<file path="src/rtl/scaler_pkg.sv">
// Shared constants and state encoding for the scaler display output stage.
// Defaults describe a 1280x960 raster fed by 8-bit RGB pixels.
package scaler_pkg;
  localparam int DEF_DATA_WIDTH = 8;
  localparam int DEF_CHANNELS   = 3;
  localparam int PIX_W          = DEF_DATA_WIDTH * DEF_CHANNELS;

  localparam int DEF_H_ACTIVE = 1280;
  localparam int DEF_H_FP     = 96;
  localparam int DEF_H_SYNC   = 112;
  localparam int DEF_H_BP     = 312;
  localparam int DEF_V_ACTIVE = 960;
  localparam int DEF_V_FP     = 1;
  localparam int DEF_V_SYNC   = 3;
  localparam int DEF_V_BP     = 36;

  typedef enum logic [1:0] {S_IDLE, S_PREFILL, S_RUN} state_t;
endpackage

</file>
<file path="src/rtl/scaler_video_out_fifo.sv">
// First-word-fall-through FIFO with occupancy count and synchronous flush.
// A push into a full FIFO is still accepted when a pop happens in the same cycle.
module stream_fifo_fwft #(
  parameter int WIDTH = 24,
  parameter int DEPTH = 16
) (
  input  logic                       clk,
  input  logic                       rst,
  input  logic                       flush,
  input  logic                       push,
  input  logic [WIDTH-1:0]           din,
  input  logic                       pop,
  output logic [WIDTH-1:0]           dout,
  output logic [$clog2(DEPTH):0]     count,
  output logic                       empty,
  output logic                       full
);
  localparam int AW = $clog2(DEPTH);
  localparam int CW = AW + 1;

  logic [WIDTH-1:0] mem [DEPTH];
  logic [AW-1:0]    wr_ptr, rd_ptr;
  logic             do_push, do_pop;

  assign empty   = (count == '0);
  assign full    = (count == CW'(DEPTH));
  assign do_pop  = pop && !empty;
  assign do_push = push && (!full || do_pop);
  assign dout    = mem[rd_ptr];

  always_ff @(posedge clk) begin
    if (rst || flush) begin
      wr_ptr <= '0;
      rd_ptr <= '0;
      count  <= '0;
    end else begin
      if (do_push) wr_ptr <= wr_ptr + 1'b1;
      if (do_pop)  rd_ptr <= rd_ptr + 1'b1;
      count <= count + CW'(do_push) - CW'(do_pop);
    end
  end

  always_ff @(posedge clk) begin
    if (do_push && !flush) mem[wr_ptr] <= din;
  end
endmodule

</file>
<file path="src/rtl/scaler_video_out.sv">
// Display timing generator fed from the scaler through a small FWFT FIFO.
// Emits registered raster video, the scaler start pulse and sticky error flags.
module scaler_video_out
  import scaler_pkg::*;
#(
  parameter int DATA_WIDTH = DEF_DATA_WIDTH,
  parameter int CHANNELS   = DEF_CHANNELS,
  parameter int FIFO_DEPTH = 16,
  parameter int SKID       = 4,
  parameter int PREFILL    = 8,
  parameter int H_ACTIVE   = DEF_H_ACTIVE,
  parameter int H_FP       = DEF_H_FP,
  parameter int H_SYNC     = DEF_H_SYNC,
  parameter int H_BP       = DEF_H_BP,
  parameter int V_ACTIVE   = DEF_V_ACTIVE,
  parameter int V_FP       = DEF_V_FP,
  parameter int V_SYNC     = DEF_V_SYNC,
  parameter int V_BP       = DEF_V_BP,
  parameter bit HS_POL     = 1'b1,
  parameter bit VS_POL     = 1'b1,
  parameter logic [DATA_WIDTH*CHANNELS-1:0] UNDERFLOW_COLOR = (DATA_WIDTH*CHANNELS)'(24'hFF00FF)
) (
  input  logic                           clk,
  input  logic                           rst,
  input  logic                           enable,
  input  logic [DATA_WIDTH*CHANNELS-1:0] dIn,
  input  logic                           dInValid,
  output logic                           nextDin,
  output logic                           scalerStart,
  output logic [DATA_WIDTH*CHANNELS-1:0] vidData,
  output logic                           vidDe,
  output logic                           vidHsync,
  output logic                           vidVsync,
  output logic                           underflow,
  output logic                           overflow,
  input  logic                           clearErr
);
  localparam int PW      = DATA_WIDTH * CHANNELS;
  localparam int H_TOTAL = H_ACTIVE + H_FP + H_SYNC + H_BP;
  localparam int V_TOTAL = V_ACTIVE + V_FP + V_SYNC + V_BP;
  localparam int HW      = $clog2(H_TOTAL);
  localparam int VW      = $clog2(V_TOTAL);
  localparam int CW      = $clog2(FIFO_DEPTH) + 1;

  localparam logic [HW-1:0] H_ACT  = HW'(H_ACTIVE);
  localparam logic [HW-1:0] HS_BEG = HW'(H_ACTIVE + H_FP);
  localparam logic [HW-1:0] HS_END = HW'(H_ACTIVE + H_FP + H_SYNC);
  localparam logic [HW-1:0] H_LAST = HW'(H_TOTAL - 1);
  localparam logic [VW-1:0] V_ACT  = VW'(V_ACTIVE);
  localparam logic [VW-1:0] VS_BEG = VW'(V_ACTIVE + V_FP);
  localparam logic [VW-1:0] VS_END = VW'(V_ACTIVE + V_FP + V_SYNC);
  localparam logic [VW-1:0] V_LAST = VW'(V_TOTAL - 1);
  localparam logic [CW-1:0] NEXT_LIM    = CW'(FIFO_DEPTH - SKID);
  localparam logic [CW-1:0] PREFILL_LIM = CW'(PREFILL);

  state_t          state, state_d;
  logic [HW-1:0]   h_cnt, h_d;
  logic [VW-1:0]   v_cnt, v_d;
  logic            run, de, hs_on, vs_on, line_end, frame_end, flush, pop;
  logic            uf_set, ov_set;
  logic [PW-1:0]   head;
  logic [CW-1:0]   count;
  logic            empty, full;

  stream_fifo_fwft #(.WIDTH(PW), .DEPTH(FIFO_DEPTH)) u_fifo (
    .clk   (clk),
    .rst   (rst),
    .flush (flush),
    .push  (dInValid),
    .din   (dIn),
    .pop   (pop),
    .dout  (head),
    .count (count),
    .empty (empty),
    .full  (full)
  );

  assign run       = (state == S_RUN);
  assign de        = run && (h_cnt < H_ACT) && (v_cnt < V_ACT);
  assign hs_on     = run && (h_cnt >= HS_BEG) && (h_cnt < HS_END);
  assign vs_on     = run && (v_cnt >= VS_BEG) && (v_cnt < VS_END);
  assign line_end  = (h_cnt == H_LAST);
  assign frame_end = run && line_end && (v_cnt == V_LAST);
  // Entering vertical blank: drop leftovers so the next frame starts aligned.
  assign flush     = run && (h_cnt == '0) && (v_cnt == V_ACT);
  assign pop       = de && !empty;
  assign uf_set    = de && empty;
  assign ov_set    = dInValid && !flush && full && !pop;

  always_comb begin
    state_d = state;
    h_d     = h_cnt;
    v_d     = v_cnt;
    case (state)
      S_IDLE:    if (enable) state_d = S_PREFILL;
      S_PREFILL: if (count >= PREFILL_LIM) begin
        state_d = S_RUN;
        h_d     = '0;
        v_d     = '0;
      end
      S_RUN: begin
        h_d = line_end ? '0 : h_cnt + 1'b1;
        if (line_end) v_d = (v_cnt == V_LAST) ? '0 : v_cnt + 1'b1;
        if (frame_end && !enable) state_d = S_IDLE;
      end
      default:   state_d = S_IDLE;
    endcase
  end

  always_ff @(posedge clk) begin
    if (rst) begin
      state <= S_IDLE;
      h_cnt <= '0;
      v_cnt <= '0;
    end else begin
      state <= state_d;
      h_cnt <= h_d;
      v_cnt <= v_d;
    end
  end

  always_ff @(posedge clk) begin
    if (rst) begin
      vidData     <= '0;
      vidDe       <= 1'b0;
      vidHsync    <= !HS_POL;
      vidVsync    <= !VS_POL;
      nextDin     <= 1'b0;
      scalerStart <= 1'b0;
      underflow   <= 1'b0;
      overflow    <= 1'b0;
    end else begin
      vidData     <= de ? (empty ? UNDERFLOW_COLOR : head) : '0;
      vidDe       <= de;
      vidHsync    <= hs_on ? HS_POL : !HS_POL;
      vidVsync    <= vs_on ? VS_POL : !VS_POL;
      nextDin     <= (state != S_IDLE) && (count < NEXT_LIM);
      scalerStart <= ((state == S_IDLE) && enable) || flush;
      underflow   <= uf_set || (underflow && !clearErr);
      overflow    <= ov_set || (overflow && !clearErr);
    end
  end
endmodule
</file>
<file path="config.mk">
export PLATFORM = sky130hd
export DESIGN_NAME = scaler_video_out
export DESIGN_NICKNAME = d
export VERILOG_FILES = /design/src/rtl/scaler_pkg.sv /design/src/rtl/scaler_video_out_fifo.sv /design/src/rtl/scaler_video_out.sv
export SDC_FILE = /design/constraint.sdc
export NUM_CORES = 1
export LEC_CHECK = 0
export ABC_AREA = 1
export BUFFER_PORTS_ARGS = -buffer_cell sky130_fd_sc_hd__clkbuf_2
export CAP_MARGIN = 40
export CORE_MARGIN = 4
export CORE_UTILIZATION = 56
export DETAILED_ROUTE_END_ITERATION = 12
export GPL_TIMING_DRIVEN = 1
export PLACE_DENSITY_LB_ADDON = 0.25
export SYNTH_ARGS = -nofsm -noshare
export SYNTH_HDL_FRONTEND = slang
export SYNTH_SLANG_ARGS = --single-unit
</file>
<file path="constraint.sdc">
create_clock -name clk -period 2.7 [get_ports clk]
set_input_delay 0.675 -clock clk [delete_from_list [all_inputs] [get_ports clk]]
set_output_delay 0.675 -clock clk [all_outputs]
set_load 0.005 [all_outputs]
</file>
==> results.sh <==
export IMPL_status="finished, final reports clean"
export IMPL_clock_root_buffer="clkbuf_16"
export IMPL_comb_power_share_pct=20.4
export IMPL_ios=60
export IMPL_fin_nets=1770
export IMPL_hold_buffers=0
export IMPL_initial_core_util_pct=56.9
export IMPL_synth_top_family_by_area="simple AND/OR/NAND/NOR gates"
export IMPL_wl_mm=41.2
export IMPL_gp_congestion=0.839
export IMPL_finalNonFillerCells=2199
export IMPL_syn_area_um2=18500
export IMPL_avgSynthCellArea_um2=11.2
export IMPL_clock_latency_ps=540
export IMPL_crit_arrival_ps=2850
export IMPL_final_cell_mix="nor2_1 (386), edfxtp_1 (384), o21ai_0 (163), nand3_1 (144), nand2_1 (139)"
export IMPL_antenna_cells=0
export IMPL_leakagePower_nw=7.52
export IMPL_timing_final_hold_violations=0
export IMPL_synth_nets=1698
export IMPL_clock_skew_ps=18.7
export IMPL_setup_viol=0
export IMPL_criticalPathCategory="flop to flop"
export IMPL_dp_cells=2113
export IMPL_synthFlopType="edfxtp_1"
export IMPL_power_density_nw_per_um2=857
export IMPL_stdcell_area_um2=21000
export IMPL_ant_nets=0
export IMPL_seq_power_share_pct=44.9
export IMPL_peakVddDrop_mv=0.643
export IMPL_regToRegEndpoint="u_fifo.count[4]"
export IMPL_synthMuxAreaShare_pct=0
export IMPL_regToRegSetupSlack_ps=270
export IMPL_numClockSinks=455
export IMPL_utilization_pct=64.6
export IMPL_die_h_um=190
export IMPL_fill_cells=2457
export IMPL_required_ps=3120
export IMPL_reg2reg_from="u_fifo.count[3]"
export IMPL_crit_fanout=3
export IMPL_synth_seq_cells=455
export IMPL_grt_first_pass_wirelength_mm=64.6
export IMPL_dr_first_iter_drc_count=1189
export IMPL_syn_inst=1648
export IMPL_via_count=12234
export IMPL_drt_pass1_iterations=5
export IMPL_gr_usage_all_layers_pct=22.6
export IMPL_period_needed_ps=2430
export IMPL_cts_tree="built"
export IMPL_grt_max_degree=122
export IMPL_maxCapViolations=0
export IMPL_slew_headroom_pct=48.6
export IMPL_via_per_inst=5.56
export IMPL_multi_input_area_um2=4920
export IMPL_clock_path_buffers=3
export IMPL_core_area_um2=32500
export IMPL_antenna_found_initial=0
export IMPL_startpoint="u_fifo.count[3]"
export IMPL_area_sequential_um2=13000
export IMPL_yosys_area_share_xor_xnor_pct=0.0947
export IMPL_hpwl_mm=23.9
export IMPL_async_reset_ff_share_pct=0
export IMPL_path_clk_slew_ps=60
export IMPL_synth_adder_area_share_pct=1.46
export IMPL_yosysSeqAreaShare_pct=70.0
export IMPL_ys_warnings_count=0
export IMPL_wl_per_cell_um=18.7
export IMPL_htree_num_levels=2
export IMPL_swShare_pct=28.8
export IMPL_post_route_drc_count=0
export IMPL_power_switching_w=0.00520
export IMPL_synth_edf_count=384
export IMPL_numCtsBuffers=46
export IMPL_grt_pass1_vias=11976
export IMPL_worstHoldPathType="primary input to flop"
export IMPL_rsz0062_at_grt="no"
export IMPL_cp_start_kind="flop"
export IMPL_p_int_w=0.0128
export IMPL_worst_pin_slew_ps=770
export IMPL_cp_endpoint="u_fifo.count[4]"
export IMPL_area_growth_pct=13.7
export IMPL_synth_area_leaders="edfxtp_1 (62%), nor2_1 (8.2%), dfxtp_1 (7.7%), o21ai_0 (4.4%), nand3_1 (3.9%)"
export IMPL_fin_crit_sh_pct=90.2
export IMPL_clockPowerShare_pct=34.7
export IMPL_row_count=66
export IMPL_slew_violations=0
export IMPL_die_area_um2=36000
export IMPL_dpl_instance_area_um2=19500
export IMPL_grt_ovfl_total=0
export IMPL_final_common_cell="nor2_1"
export IMPL_clock_fmax_mhz=411
export IMPL_synth_top_area_share_pct=62.3
export IMPL_cp_end_kind="flop"
export IMPL_synth_compound_area_share_pct=7.97
export IMPL_final_layout_size_suffix_gt1_share_pct=12.9
export IMPL_r2r_cells=15
export IMPL_synth_top_area_cell="edfxtp_1"
export IMPL_yosys_area_share_simple_pct=16.4
export IMPL_fp_dieW_um=190
export IMPL_ys_types=40
export IMPL_numPortBuffers=59
-- repair_timing --
item,in CTS,in global routing
gates resized for setup,0,2
endpoints found under the setup margin,0,1
setup buffers,0,1
-- per-layer routing --
layer	share of wire, %	global-route usage [%]	vias to the layer above	routed length, µm
met5	0	0	-	0
met4	2.1	5.70	0	854
met1	43	31.6	5873	17600
met3	6.9	3.43	73	2830
li1	-	-	5868	-
met2	48	37.9	420	19900
-- state kept, by name, indices dropped and copies added (netlist names), named ones only --
signal,flops
h_cnt,11
nextDin,1
overflow,1
scalerStart,1
state,2
u_fifo.count,5
u_fifo.mem,384
u_fifo.rd_ptr,4
u_fifo.wr_ptr,4
underflow,1
v_cnt,10
vidData,24
vidDe,1
vidHsync,1
vidVsync,1
-- how the worst min path moves through the flow --
stage,start,to,slack [ps],cells past startpoint
after floorplan,u_fifo.count[4],nextDin,410,1
after global placement,overflow,overflow,460,2
after detailed placement,overflow,overflow,460,2
after CTS,clearErr,overflow,410,4
after global routing,clearErr,overflow,440,4
final,clearErr,overflow,420,4
-- critical path, stage by stage (launching register included) --
cell	delay (ps)
dfxtp_1	350
inv_1	90
ha_1	200
nand3_1	100
inv_1	90
nor2_4	100
ha_1	230
inv_1	60
ha_2	180
inv_1	50
fa_1	380
inv_1	90
a21oi_1	70
o21bai_1	140
or2_2	130
a21oi_1	50
-- cells by family (layout without fill, tap and decap cells) --
| logic type | after synthesis | after routing |
|---|---|---|
| buffers and inverters | 166 | 275 |
| AOI/OAI and AO/OA | 281 | 281 |
| adders and majority gates | 21 | 21 |
| xor gates and xnor gates | 2 | 2 |
| and+or+nand+nor | 723 | 723 |
| DFF | 455 | 455 |
-- power groups by stage --
| stage | Sequential, W | Clock [W] | Combinational (W) |
|---|---|---|---|
| detailed placement | 0.00823 | 0 | 0.00365 |
| global placement | 0.00822 | 0 | 0.00359 |
| CTS | 0.00808 | 0.00632 | 0.00368 |
| floorplan | 0.00819 | 0 | 0.00264 |
| finish | 0.00809 | 0.00625 | 0.00368 |
| global route | 0.00811 | 0.00665 | 0.00415 |
-- layout make-up --
cell class | instances | share of cell area (%)
sequential | 455 | 61.6
multi-input combinational | 1027 | 23.4
clock buffer | 62 | 5.91
timing repair buffer | 106 | 3.74
tap | 442 | 2.63
inverter | 84 | 1.51
clock inverter | 23 | 1.15
-- synth_stat cells, types with 4 or more instances --
| cell | n |
|---|---|
| nand2_2 | 10 |
| clkbuf_1 | 32 |
| buf_6 | 10 |
| a21oi_1 | 29 |
| nor3_1 | 5 |
| buf_2 | 28 |
| nor2_1 | 402 |
| inv_2 | 6 |
| o21ai_1 | 60 |
| nand2_1 | 139 |
| buf_1 | 8 |
| ha_1 | 20 |
| edfxtp_1 | 384 |
| o21ai_0 | 163 |
| nand3_1 | 144 |
| inv_1 | 76 |
| buf_4 | 4 |
| nand4_1 | 5 |
| nor2_2 | 5 |
| dfxtp_1 | 71 |
| o22ai_1 | 16 |
-- per-stage QoR --
| stage | worst slack [ps] | total power [W] | setup TNS [ps] | hold slack (ps) |
|---|---|---|---|---|
| final | 265 | 0.0180 | 0 | 422 |
| after global routing | 23.5 | 0.0189 | 0 | 436 |
| after CTS | 152 | 0.0181 | 0 | 409 |
| after detailed placement | 200 | 0.0119 | 0 | 463 |
| after global placement | 289 | 0.0118 | 0 | 456 |
| after floorplan | -0.0673 | 0.0108 | -25.8 | 406 |
(Power assumes the default switching activity.)
